--- config.mk ---
export PLATFORM = sky130hd
export DESIGN_NAME = sync_ram_ws_flat
export DESIGN_NICKNAME = d
export VERILOG_FILES = /design/src/rtl/sync_ram_ws_if.sv /design/src/rtl/sync_ram_ws.sv /design/src/flat_wrapper.sv
export SDC_FILE = /design/constraint.sdc
export NUM_CORES = 1
export LEC_CHECK = 0
export CAP_MARGIN = 40
export CORE_MARGIN = 2
export CORE_UTILIZATION = 35
export DETAILED_ROUTE_END_ITERATION = 10
export GPL_ROUTABILITY_DRIVEN = 1
export SYNTH_ARGS = -nofsm -noshare
export SYNTH_HDL_FRONTEND = slang
export SYNTH_SLANG_ARGS = --single-unit
--- constraint.sdc ---
create_clock -name clk -period 3.9 [get_ports clk]
set_clock_uncertainty 0.05 [all_clocks]
set_input_delay 0.585 -clock clk [delete_from_list [all_inputs] [get_ports clk]]
set_output_delay 0.585 -clock clk [all_outputs]
set_load 0.05 [all_outputs]
--- src/rtl/sync_ram_ws_if.sv ---
`default_nettype none
// ============================================================================
//  Module      : sync_ram_ws_if
//  Description : Request/response bus for the wait-state RAM: one request
//                per access, one-cycle ack carrying rdata/err, plus the busy
//                flag and the mirrored watch word.
//  Revision    : 1.0  initial release
// ============================================================================
interface sync_ram_ws_if #(
  parameter int ADDR_W = 6,
  parameter int DATA_W = 8
);
  logic              req;
  logic              we;
  logic [ADDR_W-1:0] addr;
  logic [DATA_W-1:0] wdata;
  logic              ack;
  logic [DATA_W-1:0] rdata;
  logic              err;
  logic              busy;
  logic [DATA_W-1:0] watch;

  modport master (
    output req, we, addr, wdata,
    input  ack, rdata, err, busy, watch
  );

  modport slave (
    input  req, we, addr, wdata,
    output ack, rdata, err, busy, watch
  );
endinterface
`default_nettype wire

--- src/rtl/sync_ram_ws.sv ---
`default_nettype none
// ============================================================================
//  Module      : sync_ram_ws
//  Description : Register-file RAM with a fixed number of wait states per
//                access. A request is latched in IDLE, held in WAIT for
//                WAIT_STATES cycles, then completed from RESP: the write
//                commit, the rdata load and the ack pulse all happen on the
//                edge that leaves RESP. Out-of-range addresses return err
//                with zero data and never touch memory. One word is mirrored
//                continuously on watch.
//  Revision    : 1.0  initial release
// ============================================================================
module sync_ram_ws #(
  parameter int ADDR_W      = 6,
  parameter int DATA_W      = 8,
  parameter int DEPTH       = 64,
  parameter int WAIT_STATES = 1,
  parameter int WATCH_ADDR  = 14
) (
  input  logic          clk,
  input  logic          clr_n,
  sync_ram_ws_if.slave  bus
);

  typedef enum logic [1:0] {
    ST_IDLE = 2'd0,
    ST_WAIT = 2'd1,
    ST_RESP = 2'd2
  } state_t;

  // Counter start value; unused when there are no wait states.
  localparam logic [2:0]  c_WS_LOAD = (WAIT_STATES > 0) ? 3'(WAIT_STATES - 1) : 3'd0;
  localparam logic [31:0] c_DEPTH   = DEPTH;
  localparam logic [ADDR_W-1:0] c_WATCH = ADDR_W'(WATCH_ADDR);

  state_t            r_state;
  state_t            w_next_state;
  logic [2:0]        r_cnt;
  logic              r_we;
  logic [ADDR_W-1:0] r_addr;
  logic [DATA_W-1:0] r_wdata;
  logic [DATA_W-1:0] r_rdata;
  logic [DATA_W-1:0] r_watch;
  logic              r_ack;
  logic              r_err;
  logic [DATA_W-1:0] r_mem [DEPTH];

  logic              w_accept;
  logic              w_done;
  logic              w_oor;
  logic              w_commit;
  logic [31:0]       w_addr_ext;

  // Next-state decode; requests outside IDLE are simply not looked at.
  always_comb begin
    w_next_state = r_state;
    w_accept     = 1'b0;
    w_done       = 1'b0;
    case (r_state)
      ST_IDLE: begin
        if (bus.req) begin
          w_accept = 1'b1;
          if (WAIT_STATES > 0) w_next_state = ST_WAIT;
          else                 w_next_state = ST_RESP;
        end
      end
      ST_WAIT: begin
        if (r_cnt == 3'd0) w_next_state = ST_RESP;
      end
      ST_RESP: begin
        w_done       = 1'b1;
        w_next_state = ST_IDLE;
      end
      default: w_next_state = ST_IDLE;
    endcase
  end

  assign w_addr_ext = 32'(r_addr);
  assign w_oor      = (w_addr_ext >= c_DEPTH);
  assign w_commit   = w_done & r_we & ~w_oor;

  // State register; reset drops any in-flight access.
  always_ff @(posedge clk or negedge clr_n) begin
    if (!clr_n) r_state <= ST_IDLE;
    else        r_state <= w_next_state;
  end

  // Wait counter: loaded on acceptance, counts down while in WAIT.
  always_ff @(posedge clk or negedge clr_n) begin
    if (!clr_n) begin
      r_cnt <= 3'd0;
    end else if (w_accept) begin
      r_cnt <= c_WS_LOAD;
    end else if ((r_state == ST_WAIT) && (r_cnt != 3'd0)) begin
      r_cnt <= r_cnt - 3'd1;
    end
  end

  // Capture the request so later input changes cannot disturb it.
  always_ff @(posedge clk or negedge clr_n) begin
    if (!clr_n) begin
      r_we    <= 1'b0;
      r_addr  <= '0;
      r_wdata <= '0;
    end else if (w_accept) begin
      r_we    <= bus.we;
      r_addr  <= bus.addr;
      r_wdata <= bus.wdata;
    end
  end

  // Response: ack/err pulse and rdata, all produced on the edge leaving RESP.
  always_ff @(posedge clk or negedge clr_n) begin
    if (!clr_n) begin
      r_ack   <= 1'b0;
      r_err   <= 1'b0;
      r_rdata <= '0;
    end else begin
      r_ack <= w_done;
      r_err <= w_done & w_oor;
      if (w_done) begin
        if (w_oor)      r_rdata <= '0;
        else if (!r_we) r_rdata <= r_mem[r_addr];
      end
    end
  end

  // Storage array; deliberately not reset so contents survive clr_n.
  always_ff @(posedge clk) begin
    if (w_commit) r_mem[r_addr] <= r_wdata;
  end

  // Mirror of the watched word, tracking committed writes only.
  always_ff @(posedge clk or negedge clr_n) begin
    if (!clr_n)                            r_watch <= '0;
    else if (w_commit && r_addr == c_WATCH) r_watch <= r_wdata;
  end

  assign bus.ack   = r_ack;
  assign bus.err   = r_err;
  assign bus.rdata = r_rdata;
  assign bus.busy  = (r_state != ST_IDLE);
  assign bus.watch = r_watch;

endmodule
`default_nettype wire

--- src/flat_wrapper.sv ---
// flat-port wrapper written by rule: the top's interface ports become plain ports
module sync_ram_ws_flat 
#(
  parameter int ADDR_W      = 6,
  parameter int DATA_W      = 8,
  parameter int DEPTH       = 64,
  parameter int WAIT_STATES = 1,
  parameter int WATCH_ADDR  = 14
)
  (clk, clr_n, bus_req, bus_we, bus_addr, bus_wdata, bus_ack, bus_rdata, bus_err, bus_busy, bus_watch);
  sync_ram_ws_if #(.ADDR_W(ADDR_W), .DATA_W(DATA_W)) bus_i ();
  input  logic clk;
  input  logic clr_n;
  input wire logic [$bits(bus_i.req)-1:0] bus_req;
  input wire logic [$bits(bus_i.we)-1:0] bus_we;
  input wire logic [$bits(bus_i.addr)-1:0] bus_addr;
  input wire logic [$bits(bus_i.wdata)-1:0] bus_wdata;
  output wire logic [$bits(bus_i.ack)-1:0] bus_ack;
  output wire logic [$bits(bus_i.rdata)-1:0] bus_rdata;
  output wire logic [$bits(bus_i.err)-1:0] bus_err;
  output wire logic [$bits(bus_i.busy)-1:0] bus_busy;
  output wire logic [$bits(bus_i.watch)-1:0] bus_watch;
  assign bus_i.req = bus_req;
  assign bus_i.we = bus_we;
  assign bus_i.addr = bus_addr;
  assign bus_i.wdata = bus_wdata;
  assign bus_ack = bus_i.ack;
  assign bus_rdata = bus_i.rdata;
  assign bus_err = bus_i.err;
  assign bus_busy = bus_i.busy;
  assign bus_watch = bus_i.watch;
  sync_ram_ws #(.ADDR_W(ADDR_W), .DATA_W(DATA_W), .DEPTH(DEPTH), .WAIT_STATES(WAIT_STATES), .WATCH_ADDR(WATCH_ADDR)) u_core (.clk(clk), .clr_n(clr_n), .bus(bus_i));
endmodule
==> results.json <==
{
  "num_vias": 12175,
  "stdcell_area_um2": 25200,
  "timing.final.crit_share": 0.788,
  "area.growth.synth_to_final_pct": 16.5,
  "crit_path_cell_trace": "buf_4 -> mux4_2 -> and3_1 -> a31oi_1 -> nand4_1 -> o32a_1",
  "total_power_uw": 19100,
  "grt_max_degree": 58,
  "report.final.slew_viol_count": 0,
  "die_y_um": 252,
  "max_freq_ghz": 0.325,
  "crit_path_max_incr_delay_ns": 0.77,
  "max-slew-margin-rel": 0.429,
  "drc": 0,
  "fin_setup_tns_ns": 0,
  "fraction_of_the_mapped_netlist_area_in_compound_gates": 0.0732,
  "via_count_of_the_first_global_routing_pass": 12181,
  "path_clk_slew_ns": 0.06,
  "post_synth_mux_area_share": 0.107,
  "fillerInstances": 5436,
  "standard_cell_rows": 91,
  "dominant_combinational_cell_family_by_area_after_synthesis": "multiplexers",
  "cp-end-kind": "register",
  "postSynthCellCount": 1194,
  "place.port_buffers": 35,
  "worst_ir_drop_vdd_mv": 0.696,
  "cts_tree": "yes",
  "clock_latency_ns": 0.61,
  "dr.first_iter.drc_count": 1427,
  "maxCapViolations": 0,
  "run_status": "completed",
  "synth.yosys.warnings": 0,
  "syn_avg_cell_area_um2": 18.1,
  "cellLeakagePower_uw": 0.00820,
  "netlist-cell-type-count": 67,
  "ys.flop_type": "sky130_fd_sc_hd__edfxtp_1",
  "path_max_fanout": 28,
  "pwr_cell_area_nw_per_um2": 758,
  "flop_and_latch_count_out_of_synthesis": 549,
  "ratio_of_cells_with_drive_above_1_in_the_final_layout": 0.223,
  "final_critical_delay_including_setup_and_external_delays_ns": 3.07,
  "ctsResizeCount": 0,
  "worst-endpoint-arrival_ns": 3.52,
  "unrepaired_setup_endpoints_after_global_routing": "false",
  "synth-xor-area-share": 0,
  "antenna_found_initial": 0,
  "fraction_of_the_mapped_netlist_area_in_adder_cells": 0.00116,
  "grt_pass1_wl_mm": 84.6,
  "cts_max_path_buffers": 3,
  "number_of_nets_produced_by_synthesis": 1214,
  "hp-class": "input port to asynchronous set/reset pin",
  "cp_top_delay_family": "compound AO/OA/AOI/OAI gates",
  "diodes": 0,
  "worst_slack_ns": 0.825,
  "nets": 1344,
  "detailedPlacementHpwl_mm": 36.9,
  "pre_cts_slack_ns": 0.910,
  "core_area_um2": 61400,
  "vias_per_cell": 5.63,
  "htreeDepth": 2,
  "cts_made_buffers": 57,
  "post_dp_cell_area_um2": 23300,
  "antenna_left": 0,
  "routed_wirelength_mm": 58.2,
  "fp.dieW_um": 252,
  "clk_root_buf": "sky130_fd_sc_hd__clkbuf_16",
  "die_area_um2": 63700,
  "critical_path_required_ns": 4.34,
  "critPathKind": "register to register",
  "yosysSeqAreaShare": 0.755,
  "finalSetupViolations": 0,
  "clkSinkCount": 549,
  "pin_count": 37,
  "critical_path.n_buffers_inverters": 1,
  "detailedRoute.firstPassIterationCount": 6,
  "startpoint_class_of_the_critical_path": "register",
  "tightest_slew_ns": 0.854,
  "routed_wire_length_per_instance_um": 26.9,
  "place_congestion": 0.867,
  "initial_utilization": 0.352,
  "setup_bufs_post_cts": 0,
  "critPathSlowestCell": "sky130_fd_sc_hd__dfrtp_4",
  "cell_area_after_synthesis_um2": 21600,
  "grt_overflow_total": 0,
  "synth-edff-count": 512,
  "cts.hold.buffers_added": 1,
  "grtUsageTotal": 0.183,
  "synth_simple_gate_area_share": 0.0401,
  "async_flop_share": 0.0674,
  "final_hold_viol_count": 0
}
sequential cells by signal, summed over array words and instances (netlist names):
register and count:
u_core.r_mem 512, u_core.r_wdata 8, u_core.r_we 1, u_core.bus.watch 8, u_core.bus.rdata 8, u_core.r_state 2
u_core.bus.ack 1, u_core.r_cnt 3, u_core.r_addr 6
synthesized netlist by cell type, drive strengths merged (4+ instances only):
cell / n / area (um2)
buf: 55 / 419
and3: 8 / 50.1
nor2: 93 / 357
and2: 7 / 46.3
inv: 6 / 22.5
a221o: 9 / 90.1
nor3: 4 / 20.0
o211ai: 4 / 30.0
mux2: 52 / 601
o32a: 4 / 40.0
a31oi: 10 / 62.6
a22o: 6 / 52.6
clkbuf: 16 / 63.8
dfrtp: 37 / 926
o22ai: 21 / 131
mux2i: 65 / 651
nand2: 41 / 156
a211oi: 4 / 30.0
mux4: 47 / 1060
a221oi: 51 / 484
nand3: 8 / 40.0
a22oi: 28 / 210
edfxtp: 512 / 15400
nor2b: 10 / 62.6
a21oi: 19 / 95.1
o21ai: 37 / 185
layout by cell type, fill, tap and decap left out, drive strengths merged, types with 28 or more instances in the layout:
master           n
clkdlybuf4s50   34
dfrtp           37
edfxtp         512
o21ai           37
nor2            93
buf            107
nand2           41
a221oi          51
mux2i           65
clkbuf          79
mux2            52
mux4            47
a22oi           28
kinds of logic after synthesis:
kind of cell             Yosys count
buffers and inverters             77
AND/OR/NAND/NOR                  189
AO/OA/AOI/OAI                    212
flip-flops                       549
other                              1
multiplexers                     164
adder cells (fa/ha/maj)            2
report_power, final:
| part | internal [uW] | switching [uW] |
|---|---|---|
| Combinational | 1940 | 3550 |
| Clock | 3050 | 2230 |
| Sequential | 7460 | 836 |
| Total | 12500 | 6610 |
layer usage:
layer / vias up / wire (um) / global-route usage
met4: 0 / 1960 / 0.0629
met1: 6291 / 24100 / 0.252
met2: 650 / 26200 / 0.278
met5: - / 0 / 0
met3: 120 / 5950 / 0.0535
li1: 5114 / - / -
per-stage QoR:
step / cells / util / hold WS (ns)
after floorplan: 1194 / - / 0.239
after global placement: 2046 / 0.379 / 0.445
after detailed placement: 2053 / 0.380 / 0.449
after CTS: 2162 / 0.410 / 0.420
after global routing: 2163 / 0.410 / 0.479
final: 2163 / 0.410 / 0.430
worst paths after layout:
path	from	endpoint	slack, ns	cells past startpoint
min in group clk	u_core.bus.watch[7]$_DFFE_PN0P_	u_core.bus.watch[7]$_DFFE_PN0P_	0.46	1
hold reg to reg	u_core.bus.watch[7]$_DFFE_PN0P_	u_core.bus.watch[7]$_DFFE_PN0P_	0.46	1
max in group asynchronous	clr_n	u_core.r_addr[1]$_DFFE_PN0P_	2.86	3
hold / removal	clr_n	u_core.bus.ack$_DFF_PN0_	0.43	2
setup / recovery	u_core.r_addr[1]$_DFFE_PN0P_	u_core.bus.rdata[2]$_DFFE_PN0P_	0.83	6
setup reg to reg	u_core.r_addr[1]$_DFFE_PN0P_	u_core.bus.rdata[2]$_DFFE_PN0P_	0.83	6
layout make-up:
class | count | area (um2) | share of cell area
clock inverter | 29 | 244 | 0.00970
sequential | 549 | 16300 | 0.649
clock buffer | 79 | 1560 | 0.0621
multi-input combinational | 568 | 4800 | 0.191
tap | 790 | 988 | 0.0393
timing repair buffer | 142 | 1230 | 0.0489
inverter | 6 | 22.5 | 0.000895
(Power assumes the default switching activity.)
